--- config.mk ---
export PLATFORM = sky130hd
export DESIGN_NAME = apa102_frame_axis_flat
export DESIGN_NICKNAME = d
export VERILOG_FILES = /design/src/rtl/apa102_pkg.sv /design/src/rtl/apa102_frame_axis_if.sv /design/src/rtl/apa102_bit_serializer.sv /design/src/rtl/apa102_frame_axis.sv /design/src/flat_wrapper.sv
export SDC_FILE = /design/constraint.sdc
export NUM_CORES = 1
export LEC_CHECK = 0
export BUFFER_PORTS_ARGS = -buffer_cell sky130_fd_sc_hd__buf_2
export CAP_MARGIN = 10
export CORE_UTILIZATION = 53
export DETAILED_ROUTE_END_ITERATION = 6
export HOLD_SLACK_MARGIN = 0.06
export PLACE_DENSITY = 0.73
export SETUP_SLACK_MARGIN = 0.4
export SLEW_MARGIN = 0
export SYNTH_ARGS = -nofsm -noshare
export SYNTH_HDL_FRONTEND = slang
export SYNTH_SLANG_ARGS = --single-unit
--- constraint.sdc ---
create_clock -name i_clk -period 2.09 [get_ports i_clk]
set_input_delay 0.418 -clock i_clk [delete_from_list [all_inputs] [get_ports i_clk]]
set_output_delay 0.418 -clock i_clk [all_outputs]
set_load 0.05 [all_outputs]
--- src/rtl/apa102_pkg.sv ---
// apa102_pkg: shared state encoding and frame constants
// for the APA102 LED-chain frame driver.
package apa102_pkg;

    typedef enum logic [2:0] {
        IDLE,
        START,
        SHIFT,
        LOAD,
        END
    } state_t;

    localparam int          WORD_BITS  = 32;
    localparam logic [31:0] START_WORD = 32'h0;
    localparam logic [2:0]  HDR_BITS   = 3'b111;

    // LED word as it goes on the wire: top three bits always set.
    function automatic logic [31:0] led_word(input logic [28:0] payload);
        return {HDR_BITS, payload};
    endfunction

endpackage

--- src/rtl/apa102_frame_axis_if.sv ---
// apa102_frame_axis_if: AXI-Stream word channel feeding
// the APA102 frame driver.
interface apa102_frame_axis_if;
    import apa102_pkg::*;

    logic [WORD_BITS-1:0] data;
    logic                 tvalid;
    logic                 tlast;
    logic                 tready;

    modport master (output data, tvalid, tlast, input tready);
    modport slave  (input data, tvalid, tlast, output tready);

endinterface

--- src/rtl/apa102_bit_serializer.sv ---
// apa102_bit_serializer: shifts a word out MSB first as bit cells,
// clock low then high for CLK_DIV cycles each; done on the last cycle.
module apa102_bit_serializer #(
    parameter int WIDTH   = 32,
    parameter int CLK_DIV = 4,
    parameter int CW      = 6
) (
    input  logic             clk,
    input  logic             rst,
    input  logic             load,
    input  logic [WIDTH-1:0] word,
    input  logic [CW-1:0]    nbits,
    input  logic             fill,
    output logic             led_clk,
    output logic             led_data,
    output logic             done
);

    localparam int DW = (CLK_DIV > 1) ? $clog2(CLK_DIV) : 1;
    localparam logic [DW-1:0] DIV_LAST = DW'(CLK_DIV - 1);

    logic [WIDTH-1:0] sh;
    logic [CW-1:0]    left;
    logic [DW-1:0]    div;
    logic             phase;
    logic             fill_q;
    logic             run;

    assign led_clk  = run && phase;
    assign led_data = sh[WIDTH-1];
    assign done     = run && phase && (div == DIV_LAST)
                      && (left == CW'(1));

    // Cell timing and shift register; a load may land on the done cycle
    // so consecutive words run back to back.
    always_ff @(posedge clk) begin
        if (rst) begin
            run    <= 1'b0;
            sh     <= '0;
            left   <= '0;
            div    <= '0;
            phase  <= 1'b0;
            fill_q <= 1'b0;
        end else if (load) begin
            run    <= 1'b1;
            sh     <= word;
            left   <= nbits;
            div    <= '0;
            phase  <= 1'b0;
            fill_q <= fill;
        end else if (run) begin
            if (div == DIV_LAST) begin
                div   <= '0;
                phase <= !phase;
                if (phase) begin
                    if (left == CW'(1)) begin
                        run <= 1'b0;
                    end else begin
                        left <= left - CW'(1);
                        sh   <= {sh[WIDTH-2:0], fill_q};
                    end
                end
            end else begin
                div <= div + DW'(1);
            end
        end
    end

endmodule

--- src/rtl/apa102_frame_axis.sv ---
// apa102_frame_axis: AXI-Stream LED words in, APA102 frame out
// (start frame, NUM_LEDS words, all-ones end frame).
module apa102_frame_axis
    import apa102_pkg::*;
#(
    parameter int NUM_LEDS = 8,
    parameter int CLK_DIV  = 4,
    parameter int END_BITS = 32
) (
    input  logic                i_clk,
    input  logic                i_reset,
    apa102_frame_axis_if.slave  s_axis,
    output logic                o_led_clk,
    output logic                o_led_data,
    output logic                o_busy,
    output logic                o_frame_done,
    output logic                o_len_err
);

    localparam int MAXB = (END_BITS > WORD_BITS) ? END_BITS : WORD_BITS;
    localparam int CW   = $clog2(MAXB + 1);
    localparam int NW   = $clog2(NUM_LEDS + 1);
    localparam logic [NW-1:0] LAST_CNT = NW'(NUM_LEDS);

    state_t          state, state_n;
    logic [NW-1:0]   cnt, cnt_n, cnt_inc;
    logic [31:0]     word_q;
    logic            last_q;
    logic            xfer;
    logic            ser_load, ser_fill, ser_done;
    logic [31:0]     ser_word;
    logic [CW-1:0]   ser_bits;

    assign s_axis.tready = (state == IDLE || state == LOAD) && !i_reset;
    assign xfer    = s_axis.tvalid && s_axis.tready;
    assign o_busy  = (state != IDLE);
    assign cnt_inc = cnt + NW'(1);

    // State, LED counter and the word latched on each transfer.
    always_ff @(posedge i_clk) begin
        if (i_reset) begin
            state  <= IDLE;
            cnt    <= '0;
            word_q <= '0;
            last_q <= 1'b0;
        end else begin
            state <= state_n;
            cnt   <= cnt_n;
            if (xfer) begin
                word_q <= led_word(s_axis.data[28:0]);
                last_q <= s_axis.tlast;
            end
        end
    end

    // Next state, serializer loads and the status pulses.
    always_comb begin
        state_n      = state;
        cnt_n        = cnt;
        ser_load     = 1'b0;
        ser_word     = START_WORD;
        ser_bits     = CW'(WORD_BITS);
        ser_fill     = 1'b0;
        o_frame_done = 1'b0;
        o_len_err    = 1'b0;
        unique case (state)
            IDLE: begin
                if (xfer) begin
                    state_n  = START;
                    ser_load = 1'b1;
                end
            end
            START: begin
                if (ser_done) begin
                    state_n  = SHIFT;
                    ser_load = 1'b1;
                    ser_word = word_q;
                end
            end
            SHIFT: begin
                if (ser_done) begin
                    cnt_n = cnt_inc;
                    if (cnt_inc == LAST_CNT || last_q) begin
                        state_n   = END;
                        ser_load  = 1'b1;
                        ser_word  = '1;
                        ser_bits  = CW'(END_BITS);
                        ser_fill  = 1'b1;
                        o_len_err = (cnt_inc != LAST_CNT) || !last_q;
                    end else begin
                        state_n = LOAD;
                    end
                end
            end
            LOAD: begin
                if (xfer) begin
                    state_n  = SHIFT;
                    ser_load = 1'b1;
                    ser_word = led_word(s_axis.data[28:0]);
                end
            end
            END: begin
                if (ser_done) begin
                    state_n      = IDLE;
                    cnt_n        = '0;
                    o_frame_done = 1'b1;
                end
            end
            default: state_n = IDLE;
        endcase
        if (i_reset) begin
            o_frame_done = 1'b0;
            o_len_err    = 1'b0;
        end
    end

    apa102_bit_serializer #(
        .WIDTH   (WORD_BITS),
        .CLK_DIV (CLK_DIV),
        .CW      (CW)
    ) u_ser (
        .clk      (i_clk),
        .rst      (i_reset),
        .load     (ser_load),
        .word     (ser_word),
        .nbits    (ser_bits),
        .fill     (ser_fill),
        .led_clk  (o_led_clk),
        .led_data (o_led_data),
        .done     (ser_done)
    );

endmodule

--- src/flat_wrapper.sv ---
// flat-port wrapper written by rule: the top's interface ports become plain ports
module apa102_frame_axis_flat import apa102_pkg::*;
#(
    parameter int NUM_LEDS = 8,
    parameter int CLK_DIV  = 4,
    parameter int END_BITS = 32
)
  (i_clk, i_reset, o_led_clk, o_led_data, o_busy, o_frame_done, o_len_err, s_axis_data, s_axis_tvalid, s_axis_tlast, s_axis_tready);
  apa102_frame_axis_if s_axis_i ();
  input  logic i_clk;
  input  logic i_reset;
  output logic o_led_clk;
  output logic o_led_data;
  output logic o_busy;
  output logic o_frame_done;
  output logic o_len_err;
  input wire logic [$bits(s_axis_i.data)-1:0] s_axis_data;
  input wire logic [$bits(s_axis_i.tvalid)-1:0] s_axis_tvalid;
  input wire logic [$bits(s_axis_i.tlast)-1:0] s_axis_tlast;
  output wire logic [$bits(s_axis_i.tready)-1:0] s_axis_tready;
  assign s_axis_i.data = s_axis_data;
  assign s_axis_i.tvalid = s_axis_tvalid;
  assign s_axis_i.tlast = s_axis_tlast;
  assign s_axis_tready = s_axis_i.tready;
  apa102_frame_axis #(.NUM_LEDS(NUM_LEDS), .CLK_DIV(CLK_DIV), .END_BITS(END_BITS)) u_core (.i_clk(i_clk), .i_reset(i_reset), .s_axis(s_axis_i), .o_led_clk(o_led_clk), .o_led_data(o_led_data), .o_busy(o_busy), .o_frame_done(o_frame_done), .o_len_err(o_len_err));
endmodule
Word level (Yosys, flattened, before mapping)
Index checks and enable logic that the tools add are counted.
{"block": "word_totals", "register_bits": 81, "out_inout_bits": 6, "input_bits": 36, "wordCells": 96}
{"block": "classes", "n_bitwise": 1, "n_eq_ne": 14, "add_sub_neg": 3, "muxes": 43, "reduce_logical": 24}
{"op": "$mux 32", "n": 9}
{"op": "$pmux 32 s3", "n": 1}
{"op": "$mux 6", "n": 5}
{"op": "$mux 3", "n": 6}
{"op": "$mux 1", "n": 16}
{"op": "$pmux 3 s5", "n": 1}
{"op": "$ne 2x1->1 const B", "n": 6}
{"op": "$mux 4", "n": 2}
{"op": "$pmux 4 s2", "n": 1}
{"op": "$reduce_and 4->1", "n": 2}
{"op": "$reduce_bool 2->1", "n": 4}
{"op": "$eq 3x2->1 const B", "n": 2}
{"op": "$eq 6x1->1 const B", "n": 1}
{"op": "$sub 6x1->6 const B", "n": 1}
{"op": "$logic_and 1x1->1", "n": 5}
{"op": "$reduce_and 5->1", "n": 1}
{"op": "$add 4x1->4 const B", "n": 1}
{"op": "$eq 4x4->1 const B", "n": 1}
{"op": "$ne 4x4->1 const B", "n": 1}
{"op": "$reduce_or 2->1", "n": 2}
{"op": "$eq 3x1->1 const B", "n": 1}
{"op": "$eq 3x3->1 const B", "n": 1}
{"op": "$logic_not 1->1", "n": 3}
{"op": "$logic_not 3->1", "n": 1}
{"op": "other kinds (9)", "n": 11}

Depth between registers and ports, before layout
{"block": "depth", "word_depth": 8, "ltp_mapped": 10, "depth_no_buf": 8}

By module
A second synthesis with hierarchy kept.
{"block": "hier_totals", "cells_unflattened": 479, "area_unflattened_um2": 4485.6}
{"module": "apa102_bit_serializer", "n_inst": 1, "cells_each": 269, "area_per_inst_um2": 2308.5}
{"module": "apa102_frame_axis", "n_inst": 1, "cells_each": 210, "area_per_inst_um2": 2177.1}

Least setup slack after synthesis
No wires, ideal clock.
{"block": "synth_timing", "path_kind": "reg2out", "start": "register u_core.state[2]", "end": "output port o_frame_done", "n_path_buf": 1, "path_stages_with_launch": 4, "arrival_time_ns": 2.176, "slack_ns": -0.504, "path_cell_list": "dfxtp_1 > buf_2 > nor3b_1 > nor3b_1"}
{"block": "synth_between", "elab_chain_cells": 3}
{"item": "start: declaration", "line_no": "apa102_frame_axis.sv:25", "rtl": "state_t state, state_n;"}
{"item": "start signal: assignment", "line_no": "apa102_frame_axis.sv:47", "rtl": "state <= state_n;"}
{"item": "$eq 3x3->1", "line_no": "apa102_frame_axis.sv:66", "rtl": "unique case (state)"}
{"item": "$mux 1", "line_no": "apa102_frame_axis.sv:66"}
{"item": "$mux 1", "line_no": "apa102_frame_axis.sv:111", "rtl": "if (i_reset) begin"}
{"item": "end: declaration", "line_no": "flat_wrapper.sv:15", "rtl": "output logic o_frame_done;"}
Every way passes these cells.

Worst setup path in the final report
{"block": "layout_timing", "start": "register u_core.u_ser.left[1]", "end": "output port o_len_err"}
{"block": "layout_between", "elab_chain_cells": 5}
{"item": "start: declaration", "line_no": "apa102_bit_serializer.sv:23", "rtl": "logic [CW-1:0] left;"}
{"item": "start signal: assignment", "line_no": "apa102_bit_serializer.sv:47", "rtl": "left <= nbits;"}
{"item": "start signal: assignment", "line_no": "apa102_bit_serializer.sv:59", "rtl": "left <= left - CW'(1);"}
{"item": "$eq 6x1->1", "line_no": "apa102_bit_serializer.sv:32", "rtl": "&& (left == CW'(1));"}
{"item": "$logic_and 1x1->1", "line_no": "apa102_bit_serializer.sv:32"}
{"item": "$mux 1", "line_no": "apa102_frame_axis.sv:81", "rtl": "if (ser_done) begin"}
{"item": "$mux 1", "line_no": "apa102_frame_axis.sv:66"}
{"item": "$mux 1", "line_no": "apa102_frame_axis.sv:111"}
{"item": "end: declaration", "line_no": "flat_wrapper.sv:16", "rtl": "output logic o_len_err;"}
Every way passes these cells.

==> results.md <==
- The count of nets left with antenna violations once routing finished came out at 0.
- The number of global-route vias before repair is 3615.
- The number of nets in the synthesized netlist is 482.
- The number of warnings reported in the yosys synthesis log is 0.
- The synthesized area per cell is 8.96 sq um.
- The number of placed cells counting well taps is 562.
- Pin placement for this block handled 42 I/O pins.
- The initial antenna violation count is 0.
- The TritonCTS clock tree is yes.
- The part of the Yosys area used for sequential elements is 41.1%.
- The tool flagged a number of max-cap violations equal to 0.
- The clock transition at the registers of the reported paths is 0.08 ns.
- The portion of the clock cycle consumed by the worst path in the final layout is 106%.
- The critical path class is register to primary output.
- The global route total overflow is 0.
- The region available for standard cell placement spans 7210 sq um.
- For this block, the routed nets add up to 13800 um of wire.
- The worst hold path passes through 3 cells.
- Counting cells, the worst reg-to-reg path comes to 9.
- The combinational family with the most area after synthesis is compound AO/OA/AOI/OAI gates.
- Counting flops with a built-in enable in the synthesized netlist gives 0.
- The final reports fail on negative setup slack.
- The detailed-routing iteration count for the pre-antenna-repair pass is 5.
- Global routing consumed, over all layers together, 30.4% of the routing resources.
- The number of standard-cell rows in the floorplan is 31.
- The post-synthesis simple-gate area fraction is 16.6%.
- The congestion estimate from routability-driven global placement came to 0.778.
- Across all setup checks in the final design, the least slack found is -0.115 ns.
- The tightest slew margin relative to the limit is 61.4%.
- The number of cells in the finished layout apart from fillers is 616.
- Summed over all instances, the cell type with the most area after synthesis is dfxtp_1.
- The number of buffers added on ports is 38.
- The wire length of the first global-routing pass is 17900 um.
- For this design the ratio of total power to cell area is 622 nW/um^2.
- The die outline width is 88.3 um.
- The H-tree was split into 3 levels.
- The full die area is 7800 sq um.
- Once layout is done, the placed cells without fillers occupy 5850 sq um.
- The leakage power summed over all cells is 2.06 nW.
- The DRC violations left is 0.
- STA puts the critical path data required time at 1.67 ns.
- The area added between synthesis and finish is 48.1%.
- Counting flops with an async set or reset pin after synthesis yields a share of 0%.
- The clock network latency to the later pin of the worst-skew pair is 0.36 ns.
- At the pin with the least slew margin, the transition time is 0.579 ns.
- The routed design could run at a clock period as short as 2.21 ns.
- In the synthesized netlist, mux cells make up 0.760% of the area.
- The run finished, with violations left.
- The buffer levels on the longest clock path is 2.
- STA classifies the critical path endpoint as a primary output.
- The XOR/XNOR share of the synthesized area is 1.77%.
- Summed over its instances, the top area cell type makes up 41.1% of the synthesized netlist area.
- Setup repair after global routing could not meet its margin everywhere.
- The number of max-slew violations in the final report is 0.
- In the synthesized netlist, the cells that appear most often are 81 x dfxtp_1, 71 x nand2_1, 58 x a21oi_1.
- The cell area reported after detailed placement is 4320 sq um.
- On the final layout, the worst clock skew is 0.0153 ns.
- The first routing iteration left 270 violations.
- The worst hold path begins at s_axis_data[20].
- In the synthesized netlist the dominant register cell turns out to be dfxtp_1.
- At the end of the flow, the number of nets in the layout was 553.
- The min-delay analysis places its worst path in the category input port to register.
- Ranked by total cell area, the synthesized netlist is headed by dfxtp_1 41%, a221oi_2 12%, a21oi_1 7.3%, nand2_1 6.7%, a22oi_1 5.5%.
- The buffer cell driving the clock tree root is clkbuf_8.
- After Yosys synthesis, full adders, half adders and majority gates account for 1.58% of the synthesized area.
- The number of distinct library cells after synthesis is 47.
- After detailed routing, the number of vias per cell comes to 6.33.
- The die height is 88.3 um.
- The launching element of the worst setup path is u_core.u_ser.left[1]$_SDFFE_PP0P_.
- Setup violations remaining at the end of the flow were counted as 3.
- Counting every instance in the synthesized netlist gives 441.
- The diode insertion count for antenna repair is 0.
- The maximum frequency from static timing analysis is 453 MHz.
- In this run the cell area of the synthesized design comes to 3950 sq um.
- The highest ir drop seen on vdd is 622 uV.
- STA classifies the critical path startpoint as a register.
- The most common cell in the synthesized netlist is dfxtp_1.
- Clock tree synthesis inserted a total of 9 buffers.
- The arrival time of the worst setup path is 1.79 ns.
- The worst hold slack after final layout is 0.258 ns.
- The post-synthesis compound-gate area fraction is 29.0%.
- The final-report hold violation count is 0.
- The via total after detailed routing is 3899.
- The share of post-route cells with drive strength above 1 is 49.5%.
- The post-detailed-route wirelength per cell is 22.3 um.
- Detailed placement finished with a half-perimeter wire length of 5470 um.
- Entering global routing, the biggest net connects 30 pins.
- The largest fanout of any net on the critical path is 5.
- The synthesized flop and latch total is 81.
- The startpoint identified for the worst register-to-register timing path is u_core.cnt[1]$_SDFFE_PP0P_.
- Once the floorplan was initialized, standard cells occupied 54.8% of the core.
- The worst setup slack before clock tree synthesis is 0.0964 ns.
- The number of clock sinks is 81.
sequential cells by signal, summed over array words and instances (netlist names):
name,cells
u_core.state,3
u_core.u_ser.run,1
u_core.u_ser.left,6
u_core.u_ser.div,2
u_core.u_ser.phase,1
u_core.cnt,4
u_core.word_q,30
u_core.u_ser.sh,32
u_core.last_q,1
u_core.u_ser.fill_q,1
where the power goes:
part | switching [mW] | total, mW | internal [mW]
combinational | 0.392 | 0.729 | 0.337
sequential | 0.0861 | 1.71 | 1.63
clock | 0.605 | 1.19 | 0.587
total | 1.08 | 3.64 | 2.55
through the flow:
| step | util [%] | TNS, ns | power (mW) |
|---|---|---|---|
| final | 81.1 | -0.195 | 3.64 |
| after global routing | 81.1 | -0.952 | 3.74 |
| after CTS | 76.3 | -0.124 | 3.48 |
| after detailed placement | 59.9 | 0 | 2.13 |
| after global placement | 59.9 | 0 | 2.11 |
| after floorplan | - | 0 | 2.03 |
cells by family after synthesis:
kind of cell | after synthesis
AO/OA/AOI/OAI | 139
XOR/XNOR | 8
adder cells (fa/ha/maj) | 5
buffers and inverters | 75
flip-flops | 81
multiplexers | 3
AND/OR/NAND/NOR | 130
final timing paths:
kind	endpoint	slack, ns
worst max-delay path	o_len_err	-0.12
worst min-delay path	u_core.word_q[20]$_SDFFE_PP0N_	0.26
worst max register to register	u_core.u_ser.sh[31]$_SDFFE_PP0P_	0
worst min register to register	u_core.word_q[25]$_SDFFE_PP0N_	0.47
area by class of cell:
class / instances / area (sq um)
clock inverter: 6 / 65.1
timing repair buffer: 94 / 1030
tap: 99 / 124
fill: 416 / 1370
clock buffer: 10 / 138
multi-input combinational: 288 / 2710
sequential: 81 / 1640
inverter: 38 / 143
cells in the final DEF, fill, tap and decap left out, types with 3 or more instances in the layout:
cell type	count
a21oi_1	24
a21oi_2	6
a21oi_4	29
a221oi_2	33
a22oi_1	6
a22oi_2	23
and2_1	3
and2_4	4
buf_12	10
buf_16	7
buf_2	32
buf_4	24
buf_6	14
clkbuf_16	4
clkbuf_8	10
dfxtp_1	71
dfxtp_2	6
dfxtp_4	4
inv_1	38
mux2i_1	3
nand2_1	67
nand2_4	3
nand3b_1	13
nor2_1	9
nor2_2	6
o21ai_0	5
xor2_1	5
metal layers:
layer	wire (um)	global-route usage, %
met5	0	0
met1	5470	35.9
met3	892	5.04
met2	6520	52.1
met4	869	18.0
critical path: stages (launching register included):
cell,delay [ns]
dfxtp_1,0.33
inv_1,0.10
ha_1,0.32
nand3_4,0.14
nor3_4,0.16
and3b_2,0.24
buf_8,0.15
repair_timing:
action	CTS	global route
hold buffers	0	0
setup endpoints to repair	74	84
resized for setup	138	39
buffers inserted	14	10
hold endpoints to repair	0	0
gates cloned	9	5
pin swaps	73	18
Note: power is estimated with default switching activity, not from simulation.
